$ cat config.mk
export PLATFORM = sky130hd
export DESIGN_NAME = id_ex_stage
export DESIGN_NICKNAME = d
export VERILOG_FILES = /design/src/rtl/isa_pkg.sv /design/src/rtl/operand_fwd.sv /design/src/rtl/id_ex_stage.sv
export SDC_FILE = /design/constraint.sdc
export NUM_CORES = 1
export LEC_CHECK = 0
export CAP_MARGIN = 20
export CORE_MARGIN = 4
export CORE_UTILIZATION = 44
export DETAILED_ROUTE_END_ITERATION = 7
export PLACE_DENSITY = 0.81
export RECOVER_POWER = 100
export SETUP_SLACK_MARGIN = 0.2
export SYNTH_ARGS = -nofsm -noshare
export SYNTH_HDL_FRONTEND = slang
export SYNTH_HIERARCHICAL = 1
export SYNTH_SLANG_ARGS = --single-unit
$ cat constraint.sdc
create_clock -name clk -period 3.7 [get_ports clk]
set_clock_uncertainty 0.1 [all_clocks]
set_input_delay 1.11 -clock clk [delete_from_list [all_inputs] [get_ports clk]]
set_output_delay 1.11 -clock clk [all_outputs]
set_load 0.05 [all_outputs]
$ cat src/rtl/isa_pkg.sv
// ISA constants shared by the decode/issue stage: field positions, opcodes,
// funct codes, ALU control codes and the decoded-control bundle.
package isa_pkg;

  localparam int unsigned DEF_DATA_W = 16;
  localparam int unsigned DEF_REG_AW = 3;

  // Instruction field bit positions
  localparam int unsigned OPC_MSB = 15;
  localparam int unsigned OPC_LSB = 12;
  localparam int unsigned RS_MSB  = 11;
  localparam int unsigned RS_LSB  = 9;
  localparam int unsigned RT_MSB  = 8;
  localparam int unsigned RT_LSB  = 6;
  localparam int unsigned RD_MSB  = 5;
  localparam int unsigned RD_LSB  = 3;
  localparam int unsigned FN_MSB  = 2;
  localparam int unsigned FN_LSB  = 0;
  localparam int unsigned IMM_MSB = 5;
  localparam int unsigned IMM_LSB = 0;
  localparam int unsigned IMM_W   = 6;

  // Opcodes
  localparam logic [3:0] OP_RTYPE = 4'b0000;
  localparam logic [3:0] OP_LW    = 4'b0001;
  localparam logic [3:0] OP_SW    = 4'b0010;
  localparam logic [3:0] OP_BEQ   = 4'b0011;
  localparam logic [3:0] OP_ADDI  = 4'b0100;
  localparam logic [3:0] OP_SLTI  = 4'b0101;

  // R-type funct codes
  localparam logic [2:0] FN_ADD = 3'b000;
  localparam logic [2:0] FN_SUB = 3'b001;
  localparam logic [2:0] FN_AND = 3'b010;
  localparam logic [2:0] FN_OR  = 3'b011;
  localparam logic [2:0] FN_SLT = 3'b100;

  typedef enum logic [2:0] {
    ALU_ADD = 3'b000,
    ALU_SUB = 3'b001,
    ALU_AND = 3'b010,
    ALU_OR  = 3'b011,
    ALU_SLT = 3'b100
  } alu_ctrl_e;

  typedef struct packed {
    alu_ctrl_e  alu_ctrl;
    logic       use_imm;    // operand B comes from sign-extended imm6
    logic       uses_rt;    // rt is a real source (hazard check)
    logic [2:0] rd;
    logic       reg_write;
    logic       mem_read;
    logic       mem_write;
    logic       branch;
    logic       illegal;
  } dec_t;

endpackage

$ cat src/rtl/operand_fwd.sv
// Four-way priority operand select: EX > MEM > WB > register file,
// with register r0 always reading as zero.
module operand_fwd
  import isa_pkg::*;
#(
  parameter int unsigned DATA_W = DEF_DATA_W,
  parameter int unsigned REG_AW = DEF_REG_AW
) (
  input  logic [REG_AW-1:0] src,
  input  logic [DATA_W-1:0] rf_data,
  input  logic              ex_en,
  input  logic [REG_AW-1:0] ex_rd,
  input  logic [DATA_W-1:0] ex_data,
  input  logic              mem_en,
  input  logic [REG_AW-1:0] mem_rd,
  input  logic [DATA_W-1:0] mem_data,
  input  logic              wb_en,
  input  logic [REG_AW-1:0] wb_rd,
  input  logic [DATA_W-1:0] wb_data,
  output logic [DATA_W-1:0] data
);

  // Youngest matching producer wins
  always_comb begin
    data = rf_data;
    if (src == '0)                      data = '0;
    else if (ex_en && ex_rd == src)     data = ex_data;
    else if (mem_en && mem_rd == src)   data = mem_data;
    else if (wb_en && wb_rd == src)     data = wb_data;
  end

endmodule

$ cat src/rtl/id_ex_stage.sv
// Decode/issue stage feeding the ALU: decodes, forwards operands, stalls
// one cycle on load-use, and registers the issued instruction for execute.
module id_ex_stage
  import isa_pkg::*;
#(
  parameter int unsigned DATA_W = DEF_DATA_W,
  parameter int unsigned REG_AW = DEF_REG_AW
) (
  input  logic              clk,
  input  logic              reset,
  input  logic              in_valid,
  output logic              in_ready,
  input  logic [15:0]       in_instr,
  input  logic [DATA_W-1:0] in_pc,
  output logic [REG_AW-1:0] rf_rs_addr,
  output logic [REG_AW-1:0] rf_rt_addr,
  input  logic [DATA_W-1:0] rf_rs_data,
  input  logic [DATA_W-1:0] rf_rt_data,
  input  logic [DATA_W-1:0] ex_alu_result,
  input  logic              exm_wr_en,
  input  logic [REG_AW-1:0] exm_rd,
  input  logic [DATA_W-1:0] exm_data,
  input  logic              wb_wr_en,
  input  logic [REG_AW-1:0] wb_rd,
  input  logic [DATA_W-1:0] wb_data,
  input  logic              ex_ready,
  input  logic              flush,
  output logic              out_valid,
  output logic [2:0]        out_alu_ctrl,
  output logic [DATA_W-1:0] out_rs,
  output logic [DATA_W-1:0] out_rt,
  output logic [DATA_W-1:0] out_store_data,
  output logic [REG_AW-1:0] out_rd,
  output logic              out_reg_write,
  output logic              out_mem_read,
  output logic              out_mem_write,
  output logic              out_branch,
  output logic [DATA_W-1:0] out_pc,
  output logic              illegal_instr
);

  logic [3:0]        opcode;
  logic [2:0]        funct;
  logic [REG_AW-1:0] rs_idx;
  logic [REG_AW-1:0] rt_idx;
  logic [REG_AW-1:0] rd_idx;
  logic [IMM_W-1:0]  imm6;
  logic [DATA_W-1:0] imm_ext;
  dec_t              dec;
  logic [DATA_W-1:0] rs_val;
  logic [DATA_W-1:0] rt_val;
  logic              ex_fwd_en;
  logic              hazard;

  assign opcode  = in_instr[OPC_MSB:OPC_LSB];
  assign rs_idx  = in_instr[RS_MSB:RS_LSB];
  assign rt_idx  = in_instr[RT_MSB:RT_LSB];
  assign rd_idx  = in_instr[RD_MSB:RD_LSB];
  assign funct   = in_instr[FN_MSB:FN_LSB];
  assign imm6    = in_instr[IMM_MSB:IMM_LSB];
  assign imm_ext = {{(DATA_W-IMM_W){imm6[IMM_W-1]}}, imm6};

  assign rf_rs_addr = rs_idx;
  assign rf_rt_addr = rt_idx;

  // Opcode/funct decode into ALU code and control bundle
  always_comb begin
    dec          = '0;
    dec.alu_ctrl = ALU_ADD;
    unique case (opcode)
      OP_RTYPE: begin
        dec.uses_rt   = 1'b1;
        dec.rd        = rd_idx;
        dec.reg_write = 1'b1;
        case (funct)
          FN_ADD:  dec.alu_ctrl = ALU_ADD;
          FN_SUB:  dec.alu_ctrl = ALU_SUB;
          FN_AND:  dec.alu_ctrl = ALU_AND;
          FN_OR:   dec.alu_ctrl = ALU_OR;
          FN_SLT:  dec.alu_ctrl = ALU_SLT;
          default: dec.illegal  = 1'b1;
        endcase
      end
      OP_LW: begin
        dec.use_imm   = 1'b1;
        dec.rd        = rt_idx;
        dec.mem_read  = 1'b1;
        dec.reg_write = 1'b1;
      end
      OP_SW: begin
        dec.use_imm   = 1'b1;
        dec.uses_rt   = 1'b1;
        dec.mem_write = 1'b1;
      end
      OP_BEQ: begin
        dec.alu_ctrl  = ALU_SUB;
        dec.uses_rt   = 1'b1;
        dec.branch    = 1'b1;
      end
      OP_ADDI: begin
        dec.use_imm   = 1'b1;
        dec.rd        = rt_idx;
        dec.reg_write = 1'b1;
      end
      OP_SLTI: begin
        dec.alu_ctrl  = ALU_SLT;
        dec.use_imm   = 1'b1;
        dec.rd        = rt_idx;
        dec.reg_write = 1'b1;
      end
      default: dec.illegal = 1'b1;
    endcase
    if (dec.rd == '0) dec.reg_write = 1'b0;
  end

  // A load in EX cannot forward: its data only exists from MEM onward
  assign ex_fwd_en = out_valid & out_reg_write & ~out_mem_read;

  operand_fwd #(.DATA_W(DATA_W), .REG_AW(REG_AW)) u_fwd_rs (
    .src      (rs_idx),
    .rf_data  (rf_rs_data),
    .ex_en    (ex_fwd_en),
    .ex_rd    (out_rd),
    .ex_data  (ex_alu_result),
    .mem_en   (exm_wr_en),
    .mem_rd   (exm_rd),
    .mem_data (exm_data),
    .wb_en    (wb_wr_en),
    .wb_rd    (wb_rd),
    .wb_data  (wb_data),
    .data     (rs_val)
  );

  operand_fwd #(.DATA_W(DATA_W), .REG_AW(REG_AW)) u_fwd_rt (
    .src      (rt_idx),
    .rf_data  (rf_rt_data),
    .ex_en    (ex_fwd_en),
    .ex_rd    (out_rd),
    .ex_data  (ex_alu_result),
    .mem_en   (exm_wr_en),
    .mem_rd   (exm_rd),
    .mem_data (exm_data),
    .wb_en    (wb_wr_en),
    .wb_rd    (wb_rd),
    .wb_data  (wb_data),
    .data     (rt_val)
  );

  // Load-use: the load in EX targets a register this instruction reads
  assign hazard = out_valid & out_mem_read & (out_rd != '0) &
                  ((out_rd == rs_idx) | (dec.uses_rt & (out_rd == rt_idx)));

  assign in_ready = flush | (ex_ready & ~hazard);

  // Issue register: flush > hold > bubble on hazard > load > idle bubble
  always_ff @(posedge clk) begin
    if (reset) begin
      out_valid      <= 1'b0;
      out_alu_ctrl   <= '0;
      out_rs         <= '0;
      out_rt         <= '0;
      out_store_data <= '0;
      out_rd         <= '0;
      out_reg_write  <= 1'b0;
      out_mem_read   <= 1'b0;
      out_mem_write  <= 1'b0;
      out_branch     <= 1'b0;
      out_pc         <= '0;
      illegal_instr  <= 1'b0;
    end else begin
      illegal_instr <= 1'b0;
      if (flush || (ex_ready && (hazard || !in_valid || dec.illegal))) begin
        out_valid     <= 1'b0;
        out_reg_write <= 1'b0;
        out_mem_read  <= 1'b0;
        out_mem_write <= 1'b0;
        out_branch    <= 1'b0;
        // An illegal opcode is still consumed; it just issues as a bubble
        if (!flush && !hazard && in_valid) illegal_instr <= 1'b1;
      end else if (ex_ready) begin
        out_valid      <= 1'b1;
        out_alu_ctrl   <= dec.alu_ctrl;
        out_rs         <= rs_val;
        out_rt         <= dec.use_imm ? imm_ext : rt_val;
        out_store_data <= rt_val;
        out_rd         <= dec.rd;
        out_reg_write  <= dec.reg_write;
        out_mem_read   <= dec.mem_read;
        out_mem_write  <= dec.mem_write;
        out_branch     <= dec.branch;
        out_pc         <= in_pc;
      end
    end
  end

endmodule

==> impl_metrics.py <==
metrics = {
    "yosys": {
        "yosys.area.top_type": "dfxtp_1",
        "synthArstFlopShare_pct": 0,
        "ys_seq_area_share_pct": 29.2,
        "synthesis.area_mm2": 0.00520,
        "netlist_top_cells_count": "nand2b_1 (104), mux2i_1 (91), dfxtp_1 (76), nand3_1 (34), inv_1 (33)",
        "synth_cell_type_count": 45,
        "synth_nets": 696,
        "synth_area_leaders": "dfxtp_1 (29%), mux2i_1 (18%), nand2b_1 (13%)",
        "ys_seq_elements": 76,
        "synth_flop_cell": "dfxtp_1",
        "syn_inst": 571,
        "synth_top_area_share_pct": 29.2,
        "synth_edf_count": 0,
        "yosysWarnings": 6,
        "yosysMostFrequentCell": "nand2b_1",
        "syn_area_per_cell_um2": 9.11,
    },
    "timing": {
        "worst_pin_slew_ns": 0.972,
        "hold_viol_final": 0,
        "grt_setup_unrepaired": "yes",
        "slew_viol_final": 0,
        "post-route-period-util_pct": 94.3,
        "relSlewSlack_pct": 35.2,
        "fmax_ghz": 0.286,
        "period_needed_ns": 3.49,
        "finalSetupViolCount": 0,
        "holdWs_ns": 0.369,
        "fin_ws_ns": 0.209,
    },
    "cells_and_area": {
        "drive_gt1_share_pct": 13.6,
        "nets": 893,
        "multiInputGateArea_mm2": 0.00334,
        "diodes": 0,
        "seq_area_mm2": 0.00152,
        "nFillCells": 919,
        "syn2layout_area_growth_pct": 50.6,
        "finalNonFillerCells": 916,
        "fin_area_mm2": 0.00784,
    },
    "pwr": {
        "power.leakage_uw": 0.00335,
        "powerDensity_mw_per_mm2": 311,
        "ir_worst_vdd_v": 0.000291,
    },
    "floorplanning": {
        "die_y_um": 117,
        "fp-row-count": 39,
        "core-area_mm2": 0.0115,
        "start_util_pct": 45.2,
        "die_x_um": 117,
        "io_pins": 208,
        "dieArea_mm2": 0.0136,
    },
    "worst_setup_path": {
        "worst_path_largest_cell_delay_ns": 0.31,
        "worst_path_max_delay_cell": "nor4b_4",
        "worst-path-max-fanout": 2,
        "cp_cell_sequence": "buf_8, xor2_4, nor4b_4, a32oi_2, o21ai_2, nand2b_4, buf_12",
        "cp-end-kind": "output pin",
        "worstPathRequired_ns": 2.49,
        "timing_worst_setup_path_type": "in2out",
        "startpoint_type": "primary input",
        "worstPathArrival_ns": 2.28,
    },
    "grt": {
        "antenna_found_initial": 0,
        "grt_max_degree": 97,
        "globalRouteOverflowTotal": 0,
        "track_usage_pct": 24.0,
        "grt_pass1_vias": 5234,
        "grt_pass1_wl_um": 26000,
    },
    "route": {
        "via_count": 4972,
        "dr.first_iter.drc_count": 341,
        "drc": 0,
        "drt_pass1_iterations": 5,
        "wl_per_cell_um": 18.2,
        "wl_um": 16700,
        "viasPerCell": 5.43,
        "drt.antenna.violating_nets": 0,
    },
    "placement": {
        "hpwlAfterDp_um": 12600,
        "dpl_cell_area_mm2": 0.00745,
        "dp.cells": 897,
        "place.gp.congestion": 0.858,
        "dpl_worst_slack_ns": -0.231,
        "io_buffers": 207,
    },
    "status": {
        "status": "finished, final reports clean",
    },
    "flow_run": {
        "drv_cap": 0,
    },
    "min_path": {
        "hold_path.class": "reg2reg",
    },
    "clocking": {
        "cts_root_buffer": "clkbuf_16",
        "clock_latency_ns": 0.33,
        "clk_pin_slew_ns": 0.06,
        "htreeDepth": 3,
        "cts_num_sinks": 76,
        "cts_buffers": 9,
        "cts_buffer_depth": 2,
        "cts_tree": "done",
    },
}
worst paths after layout:
kind	startpoint	end	slack [ns]	cells after the start
worst min-delay path	out_store_data[0]$_SDFFE_PP0P_	out_store_data[0]$_SDFFE_PP0P_	0.37	2
worst max register to register	out_rd[2]$_SDFFE_PP0P_	out_rt[4]$_SDFFE_PP0P_	0.93	7
worst min register to register	out_store_data[0]$_SDFFE_PP0P_	out_store_data[0]$_SDFFE_PP0P_	0.37	2
worst max-delay path	in_instr[8]	in_ready	0.21	7
state kept, by name, indices dropped and copies added (netlist names):
name,cells
out_pc,16
out_rs,16
out_rt,16
out_store_data,16
out_alu_ctrl,3
out_rd,3
illegal_instr,1
out_branch,1
out_mem_read,1
out_mem_write,1
out_reg_write,1
out_valid,1
metrics by stage:
step / TNS [ns] / power (µW) / utilization (%)
CTS: 0 / 2470 / 68.5
finish: 0 / 2440 / 68.0
global placement: -0.0834 / 1420 / 64.7
floorplan: 0 / 1170 / -
global route: 0 / 2540 / 68.0
detailed placement: -0.231 / 1430 / 64.7
timing repair:
| item | CTS | global route |
|---|---|---|
| setup buffers | 2 | 1 |
| pin swaps | 4 | 4 |
| gates resized for setup | 30 | 11 |
| setup endpoints to repair | 1 | 1 |
| cloned | 0 | 0 |
| hold buffers | 0 | 0 |
| endpoints found under the hold margin | 0 | 0 |
power breakdown:
| part | switching, µW | internal [µW] | leakage [µW] |
|---|---|---|---|
| clock network | 353 | 682 | 0.000170 |
| registers | 7.45 | 832 | 0.000614 |
| logic | 281 | 286 | 0.00257 |
| total | 641 | 1800 | 0.00335 |
cell type report:
cell class,count,share of cell area [%]
well taps,143,2.28
flip-flops and latches,76,19.4
clock inverters,5,1.37
inverters,33,1.58
repair buffers,235,29.6
clock buffers,11,3.10
multi-input cells,413,42.7
placed cells by master, fill, tap and decap left out, types with 3 or more instances in the layout:
| cell type | n |
|---|---|
| nand4_1 | 4 |
| dlygate4sd3_1 | 78 |
| mux2i_1 | 91 |
| clkdlybuf4s50_1 | 111 |
| nand3b_1 | 4 |
| bufinv_16 | 3 |
| dfxtp_1 | 76 |
| o221ai_2 | 18 |
| o221ai_1 | 14 |
| nand3_1 | 34 |
| xnor2_2 | 3 |
| nand2b_4 | 3 |
| o21ai_0 | 7 |
| nand2b_1 | 103 |
| xnor2_1 | 19 |
| buf_12 | 8 |
| and4_1 | 3 |
| clkbuf_1 | 7 |
| nor2_1 | 20 |
| dlygate4sd2_1 | 5 |
| buf_4 | 22 |
| inv_1 | 33 |
| mux2_2 | 17 |
| nor2b_1 | 17 |
| a21oi_1 | 12 |
| clkbuf_2 | 3 |
| nand2_1 | 8 |
| clkbuf_16 | 9 |
| nor3_1 | 6 |
kinds of logic (layout without fill, tap and decap cells):
group | after synthesis | in the layout | synth area share [%]
simple gates | 217 | 217 | 24.9
mux | 110 | 110 | 21.6
buf+inv | 82 | 284 | 8.03
flops | 76 | 76 | 29.2
compound gates | 62 | 62 | 12.2
xor+xnor | 24 | 24 | 4.04
routing by layer:
layer	GRT usage [%]	up-vias	share of wire [%]
li1	-	2380	-
met1	28.2	2351	39
met2	42.7	211	52
met4	9.40	0	2.6
met3	4.97	30	6.6
met5	0	-	0
critical path, delay by kind of cell:
family                    cells  cell delay (ns)
AOI/OAI and AO/OA             2             0.37
xor gates and xnor gates      1             0.15
buffers and inverters         2             0.26
and+or+nand+nor               2             0.39
No activity file was read; power rests on OpenSTA's default activity.
